File: config.mk
export PLATFORM = sky130hd
export DESIGN_NAME = word_array_ctrl
export DESIGN_NICKNAME = d
export VERILOG_FILES = /design/src/rtl/word_array_pkg.sv /design/src/rtl/onehot_check.sv /design/src/rtl/word_array_ctrl.sv
export SDC_FILE = /design/constraint.sdc
export NUM_CORES = 1
export LEC_CHECK = 0
export BUFFER_PORTS_ARGS = -buffer_cell sky130_fd_sc_hd__buf_2
export CAP_MARGIN = 20
export CORE_UTILIZATION = 40
export DETAILED_ROUTE_END_ITERATION = 12
export GPL_TIMING_DRIVEN = 0
export SETUP_SLACK_MARGIN = 0.1
export SYNTH_ARGS = -nofsm -noshare
export SYNTH_HDL_FRONTEND = slang
export SYNTH_SLANG_ARGS = --single-unit
export TNS_END_PERCENT = 20
File: constraint.sdc
create_clock -name clk -period 21.6 [get_ports clk]
set_clock_uncertainty 0.2 [all_clocks]
set_input_delay 1.08 -clock clk [delete_from_list [all_inputs] [get_ports clk]]
set_output_delay 1.08 -clock clk [all_outputs]
set_load 0.005 [all_outputs]
File: src/rtl/word_array_pkg.sv
// word_array_pkg
// Shared definitions for the word-array stage that sits behind the address
// decoder: default array geometry and the access FSM state encoding.
package word_array_pkg;

  // Default geometry: number of words (also select-bus width) and word width.
  localparam int DEFAULT_N = 16;
  localparam int DEFAULT_W = 8;

  // Access FSM state encoding, kept as plain constants so the encoding is
  // visible and stable on the debug port.
  typedef logic [1:0] state_t;
  localparam state_t IDLE   = 2'd0;
  localparam state_t ACCESS = 2'd1;
  localparam state_t RESP   = 2'd2;

endpackage

File: src/rtl/onehot_check.sv
// onehot_check
// Combinational classifier for a word-select vector.
// Ports:
//   sel       - select vector from the capture register
//   is_onehot - high when exactly one bit of sel is set
//   idx       - position of the set bit; meaningful only when is_onehot = 1
module onehot_check #(
  parameter int N = 16
) (
  input  logic [N-1:0]         sel,
  output logic                 is_onehot,
  output logic [$clog2(N)-1:0] idx
);

  localparam int IDXW = $clog2(N);

  int unsigned w_cnt;

  // idx is the OR of the positions of all set bits. For a one-hot vector this
  // is exactly the position; for any other vector it is garbage, but callers
  // only use it when is_onehot is high.
  always_comb begin
    w_cnt = 0;
    idx   = '0;
    for (int i = 0; i < N; i++) begin
      if (sel[i]) begin
        w_cnt = w_cnt + 1;
        idx   = idx | IDXW'(i);
      end
    end
    is_onehot = (w_cnt == 1);
  end

endmodule

File: src/rtl/word_array_ctrl.sv
// word_array_ctrl
// N x W register array addressed by one-hot word select lines, accessed one
// word at a time under a req/ack handshake.
//
// Handshake: req (with we, wr_data, word_select_lines) is sampled only when
// busy = 0. A sampled request completes with a single-cycle ack two cycles
// later; err is valid only while ack is high. All inputs are ignored while
// busy = 1. Holding req high starts a new access on the first idle cycle.
//
// Ports:
//   clk, rst          - rising-edge clock, synchronous active-high reset
//   word_select_lines - one-hot word select (N bits)
//   req, we, wr_data  - access request, 1 = write, write data
//   ack               - one-cycle completion pulse
//   rd_data           - last successful read value (held)
//   err               - select vector was not one-hot (valid with ack)
//   busy              - access in flight
//   o_dbg_state       - current FSM state
module word_array_ctrl
  import word_array_pkg::*;
#(
  parameter int N = DEFAULT_N,
  parameter int W = DEFAULT_W
) (
  input  logic         clk,
  input  logic         rst,
  input  logic [N-1:0] word_select_lines,
  input  logic         req,
  input  logic         we,
  input  logic [W-1:0] wr_data,
  output logic         ack,
  output logic [W-1:0] rd_data,
  output logic         err,
  output logic         busy,
  output state_t       o_dbg_state
);

  state_t               r_state;
  logic [N-1:0]         r_sel;
  logic                 r_we;
  logic [W-1:0]         r_wd;
  logic                 r_err;
  logic [W-1:0]         r_rd_data;
  logic [W-1:0]         r_mem [N];

  logic                 w_onehot;
  logic [$clog2(N)-1:0] w_idx;

  // Classification works on the captured vector, so the live select lines
  // cannot influence an access once it is in flight.
  onehot_check #(.N(N)) u_onehot_check (
    .sel       (r_sel),
    .is_onehot (w_onehot),
    .idx       (w_idx)
  );

  always_ff @(posedge clk) begin
    if (rst) begin
      r_state   <= IDLE;
      r_sel     <= '0;
      r_we      <= 1'b0;
      r_wd      <= '0;
      r_err     <= 1'b0;
      r_rd_data <= '0;
      for (int i = 0; i < N; i++) begin
        r_mem[i] <= '0;
      end
    end else begin
      case (r_state)
        IDLE: begin
          if (req) begin
            r_sel   <= word_select_lines;
            r_we    <= we;
            r_wd    <= wr_data;
            r_state <= ACCESS;
          end
        end
        ACCESS: begin
          if (w_onehot) begin
            if (r_we) begin
              r_mem[w_idx] <= r_wd;
            end else begin
              r_rd_data <= r_mem[w_idx];
            end
          end else begin
            // Bad select: array and rd_data are left untouched.
            r_err <= 1'b1;
          end
          r_state <= RESP;
        end
        RESP: begin
          r_err   <= 1'b0;
          r_state <= IDLE;
        end
        default: begin
          r_state <= IDLE;
        end
      endcase
    end
  end

  // Outputs are decoded purely from registered state and flags.
  assign ack         = (r_state == RESP);
  assign err         = (r_state == RESP) && r_err;
  assign busy        = (r_state != IDLE);
  assign rd_data     = r_rd_data;
  assign o_dbg_state = r_state;

endmodule
==> results.py, run 1 <==
metrics = {
    "sta": {
        "fin_crit_ns": 12.18,
        "finalHoldViolations": 0,
        "whs_ns": 0.2692,
        "rsz0062_at_grt": "false",
        "final_max_slew_viol_count": 0,
        "setup_tns_ns": 0,
        "slew_headroom_pct": 26.85,
        "finalSetupViolCount": 0,
        "max_freq_ghz": 0.08210,
        "fin_crit_sh_pct": 56.39,
        "max_slew.worst_pin.slew_ns": 1.089,
    },
    "synthesis": {
        "synth-xor-area-share_pct": 5.955,
        "synthDistinctLibCells": 73,
        "synth_area_leaders": "edfxtp_1, and3_1, nand2_1, dfxtp_1, clkbuf_1",
        "synth_edf_count": 128,
        "netlist_top_cells_count": "nand2_1, and3_1, edfxtp_1, clkbuf_1, nor2_1",
        "async_reset_ff_share_pct": 0,
        "synth_compound_area_share_pct": 10.07,
        "syn_nets": 1035,
        "muxShareOfSynthArea_pct": 2.487,
        "synth_area_sq_um": 9559,
        "yosys.area.top_type": "edfxtp_1",
        "ys_ff_latch": 164,
        "synth_ff_type": "edfxtp_1",
        "synthAdderAreaFrac_pct": 2.068,
        "yosysSeqAreaShare_pct": 47.75,
        "synth-simple-area-share_pct": 27.26,
        "synth-warning-count": 0,
        "synthMostInstantiatedCell": "nand2_1",
        "synthCells": 992,
        "synth_top_family_by_area": "simple AND/OR/NAND/NOR gates",
        "synth_top_cell_area_share_pct": 40.21,
        "syn_avg_cell_area_sq_um": 9.636,
    },
    "final_layout": {
        "antenna_cells": 0,
        "final.fill_count": 2267,
        "nets": 1095,
        "fin_util_pct": 46.05,
        "drive_above_1_share_pct": 11.74,
        "area_growth_pct": 13.08,
    },
    "cts": {
        "insertion_delay_ns": 0.44,
        "htreeDepth": 4,
        "cts_root_buf": "clkbuf_16",
        "postCtsSetupBuffers": 0,
        "cts_tree": "built",
        "cts_hold_buf": 0,
        "cts.repair.resized": 0,
        "clkSlewWorstSetupHoldPaths_ns": 0.07,
        "cts_buffers": 17,
        "cts_buffer_depth": 2,
        "numClockSinks": 164,
    },
    "critical_path": {
        "path_max_fanout": 10,
        "rr_worst_depth": 49,
        "path_depth": 49,
        "worstSetupPathType": "reg2reg",
        "worstSetupEndpointType": "flop",
        "critical_path.max_stage_delay_ns": 0.75,
        "critPathMostFrequentCell": "ha_1",
        "arrival_ns": 12.08,
        "slowest_stage": "nor4_4",
        "start_kind": "flop",
        "cp_num_buf_inv": 5,
        "cp_data_required_time_ns": 21.50,
        "path_delay_family": "adder cells",
    },
    "power": {
        "ir_drop_mv": 0.04235,
        "p_per_area_nw_per_um2": 88.38,
        "p_leak_nw": 4.564,
    },
    "place": {
        "numPortBuffers": 40,
        "gp_congestion": 0.8983,
        "dp_hpwl_um": 19920,
    },
    "grt": {
        "first_global_vias": 7349,
        "antenna_found_initial": 0,
        "gr-total-overflow": 0,
        "grt_max_degree": 17,
        "track_usage_pct": 23.51,
        "grt_pass1_wl_um": 42510,
    },
    "floorplanning": {
        "fp.dieW_um": 156.6,
        "num_rows": 56,
        "fp.dieH_um": 156.6,
        "die-area_sq_um": 24520,
        "design.core.area_sq_um": 23470,
        "pin_count": 41,
        "start_util_pct": 40.72,
    },
    "detailed_routing": {
        "via_per_inst": 5.608,
        "vias": 7762,
        "first_pass_iters": 5,
        "post-route-drc-count": 0,
        "wl_per_cell_um": 19.91,
        "wl_um": 27550,
        "ant_nets": 0,
        "drt_iter0_markers": 746,
    },
    "hold_path": {
        "hold_depth": 2,
        "min_path_type": "reg2reg",
    },
    "job": {
        "maxCapViolations": 0,
    },
    "outcome": {
        "status": "finished clean",
    },
}
[where the power goes]
group          switching (mW)  total (mW)  internal [mW]
Clock                   0.139       0.336          0.197
Sequential            0.00744       0.359          0.351
Combinational           0.172       0.261         0.0889
[logic make-up after synthesis]
group / after synthesis
AOI/OAI and AO/OA: 139
xor gates and xnor gates: 47
adders and majority gates: 16
buffers and inverters: 96
DFF: 164
muxes: 21
and+or+nand+nor: 509
[placed cells by master, fill, tap and decap left out, drive strengths merged, types with 6 or more instances in the layout]
cell type / n
xor2: 14
nand2b: 6
nand4: 7
nand2: 210
nor4: 11
nand3: 34
dfxtp: 36
a21oi: 33
or2: 6
a221oi: 9
buf: 63
nor3: 10
o31ai: 6
nor2: 37
a31oi: 29
inv: 21
xnor3: 6
ha: 15
nor2b: 13
clkbuf: 77
mux2: 12
xnor2: 26
and2: 6
mux2i: 8
o21ai: 10
a311oi: 9
a21o: 18
and3: 151
edfxtp: 128
[worst register-to-register path: cells and delay by family, from the launching register on]
family / cells / cell delay, ns
DFF: 1 / 0.43
xor gates and xnor gates: 1 / 0.15
adders and majority gates: 14 / 4.29
muxes: 4 / 1.11
AOI/OAI and AO/OA: 14 / 2.97
and+or+nand+nor: 11 / 2.07
buffers and inverters: 5 / 0.66
[final cells by class]
class	instances	area [sq um]	share of cell area (%)
clock buffers	17	425.4	3.936
multi-input cells	732	4573	42.31
plain buffers	82	369.1	3.415
inverters	14	52.55	0.4862
clock inverters	15	217.7	2.014
flip-flops and latches	164	4564	42.23
repair buffers	41	207.7	1.922
well taps	319	399.1	3.693
[registers in the layout (all words and copies together) (netlist names)]
signal,flops
r_mem,128
r_sel,16
r_wd,8
rd_data,8
o_dbg_state,2
r_err,1
r_we,1
[layer usage]
layer,wire length (um),global-route usage [%],vias up
met3,1888,5.234,40
met5,0,0,-
met1,12280,31.57,3738
met4,558,7.423,0
li1,-,-,3708
met2,12830,37.61,276
[through the flow]
stage	setup WS, ns	total power, mW	instance area (sq um)	std cells
final	9.419	0.9553	10810	1384
after global placement	9.609	0.6203	10160	1351
after global routing	8.505	0.9961	10810	1384
after CTS	9.490	0.9532	10810	1384
after floorplan	11.19	0.5462	9559	992
after detailed placement	9.544	0.6225	10170	1352
[final timing paths]
check                      to  slack (ns)      from
hold / removal          r_err        0.27     r_err
hold reg to reg         r_err        0.27     r_err
setup / recovery  r_mem[8][7]        9.42  r_sel[1]
setup reg to reg  r_mem[8][7]        9.42  r_sel[1]
Power figures use the tool's default switching activity.
==> run 2: changes to the inputs <==
clock period = 11.3 ns   (was 21.6 ns; I/O delays follow)
==> run 2 against run 1 <==
Compared with the run above:
- critical path depth unchanged
- combinational power increased by 120%
- clock power increased by 91%
- die area unchanged
- count of clock-buffer cells in the layout unchanged
- sequential power increased by 91%
- first-iteration DRC count increased by 3.6%
- non-clock buffer count increased by 16
- utilization increased by 1.5 points
- hold slack got worse by 0.10 ns
- via count increased by 1.3%
- flip-flop and latch count unchanged
- largest power group unchanged
==> results.py, run 2 (synthesized netlist as in run 1, its figures left out) <==
metrics = {
    "final_layout": {
        "largest_register_ff_count": 128,
        "nets": 1111,
        "fin_util_pct": 47.55,
        "final.fill_count": 2243,
        "drive_above_1_share_pct": 16.37,
        "area_growth_pct": 16.77,
        "layout_common_cells": "nand2_1, and3_1, edfxtp_1",
        "antenna_cells": 0,
        "top_register": "r_mem",
        "reg.largest.list": "r_mem (128), r_sel (16)",
        "mostFrequentLayoutCell": "nand2_1",
    },
    "floorplanning": {
        "pin_count": 41,
        "num_rows": 56,
        "start_util_pct": 40.72,
        "fp.dieH_um": 156.6,
        "fp.dieW_um": 156.6,
        "design.core.area_sq_um": 23470,
        "die-area_sq_um": 24520,
    },
    "cts": {
        "clkSlewWorstSetupHoldPaths_ns": 0.07,
        "cts_buffers": 17,
        "htreeDepth": 4,
        "cts_tree": "built",
        "cts_root_buf": "clkbuf_16",
        "cts_hold_buf": 0,
        "numClockSinks": 164,
        "cts_buffer_depth": 2,
        "insertion_delay_ns": 0.44,
    },
    "sta": {
        "max_slew.worst_pin.slew_ns": 1.055,
        "slew_headroom_pct": 29.12,
        "fin_crit_ns": 10.67,
        "final_max_slew_viol_count": 0,
        "max_freq_ghz": 0.09368,
        "finalHoldViolations": 0,
        "rsz0062_at_grt": "false",
        "setup_tns_ns": 0,
        "fin_crit_sh_pct": 94.46,
        "finalSetupViolCount": 0,
    },
    "grt": {
        "busiest_layer": "met2",
        "grt_use_met3_pct": 5.123,
        "antenna_found_initial": 0,
        "use_met1_pct": 31.77,
        "grt_pass1_wl_um": 42880,
        "track_usage_pct": 23.69,
        "first_global_vias": 7420,
        "use_met2_pct": 37.80,
        "grt_max_degree": 17,
        "gr-total-overflow": 0,
    },
    "detailed_routing": {
        "ant_nets": 0,
        "vias": 7860,
        "via_per_inst": 5.614,
        "drt_iter0_markers": 773,
        "post-route-drc-count": 0,
        "wl_um": 27990,
        "first_pass_iters": 7,
        "wl_per_cell_um": 19.99,
    },
    "critical_path": {
        "path_max_fanout": 10,
        "arrival_ns": 10.62,
        "r2r-start": "r_sel[1]",
        "startpoint": "r_sel[1]",
        "rr_worst_depth": 49,
        "r2r_slack_ns": 0.63,
        "worstSetupEndpointType": "flop",
        "critPathCapture": "r_mem[8][7]",
        "critPathMostFrequentCell": "ha_1",
        "critical_path.max_stage_delay_ns": 0.43,
        "cp_data_required_time_ns": 11.25,
        "worstSetupPathType": "reg2reg",
        "r2r-end": "r_mem[8][7]",
        "slowest_stage": "a221o_1",
        "start_kind": "flop",
    },
    "place": {
        "dp_hpwl_um": 19920,
        "gp_congestion": 0.8983,
        "numPortBuffers": 40,
    },
    "outcome": {
        "status": "finished clean",
    },
    "power": {
        "p_leak_nw": 4.663,
        "p_per_area_nw_per_um2": 171.0,
        "ir_drop_mv": 0.08213,
    },
    "job": {
        "maxCapViolations": 0,
    },
    "hold_path": {
        "min_path_type": "in2reg",
    },
}
[run 2: power by group]
group          internal [mW]  switching, mW  total [mW]  leakage (nW)
sequential             0.671         0.0142       0.685          1.62
clock                  0.377          0.266       0.643         0.311
combinational          0.224          0.356       0.580          2.73
[run 2: critical path, delay by kind of cell, from the launching register on]
family                   cells  cell delay, ns
multiplexers                 4            1.07
AND/OR/NAND/NOR             10            1.46
AO/OA/AOI/OAI               14            2.35
flip-flops                   1            0.38
adder cells (fa/ha/maj)     14            4.06
buffers and inverters        6            0.68
XOR/XNOR                     1            0.14
[run 2: per-layer routing]
metal  vias up  part of all wire [%]
li1       3744                     -
met5         -                     0
met4         0                   2.4
met3        52                   6.9
met1      3782                    44
met2       282                    46
[run 2: how the worst min path moves through the flow]
stage / start / to / slack (ns) / cells past startpoint
floorplan: r_err / r_err / 0.24 / 2
global placement: r_err / r_err / 0.26 / 2
detailed placement: r_err / r_err / 0.27 / 2
CTS: wr_data[3] / r_wd[3] / 0.16 / 3
global route: wr_data[3] / r_wd[3] / 0.17 / 3
finish: wr_data[6] / r_wd[6] / 0.17 / 3
[run 2: per-stage QoR]
step	setup slack, ns	area [sq um]	power, mW	cells	hold WS [ns]
CTS	0.1299	10980	1.846	1392	0.1572
global placement	-0.6909	10160	1.186	1351	0.2623
detailed placement	-0.7559	10170	1.190	1352	0.2652
finish	0.6255	11160	1.908	1400	0.1663
global route	0.06468	11160	1.986	1400	0.1672
floorplan	0.8891	9559	1.044	992	0.2447
[run 2: layout make-up]
type | instances | area [sq um] | area share (%)
multi-input combinational | 732 | 4765 | 42.69
sequential | 164 | 4569 | 40.94
clock buffer | 17 | 425.4 | 3.811
tap | 319 | 399.1 | 3.576
buffer | 82 | 385.4 | 3.453
timing repair buffer | 57 | 347.8 | 3.116
clock inverter | 15 | 217.7 | 1.950
inverter | 14 | 52.55 | 0.4708
[run 2: what timing repair did]
action,CTS,global route
pin swaps,6,7
resized for setup,33,27
setup endpoints to repair,262,265
buffers inserted,8,8
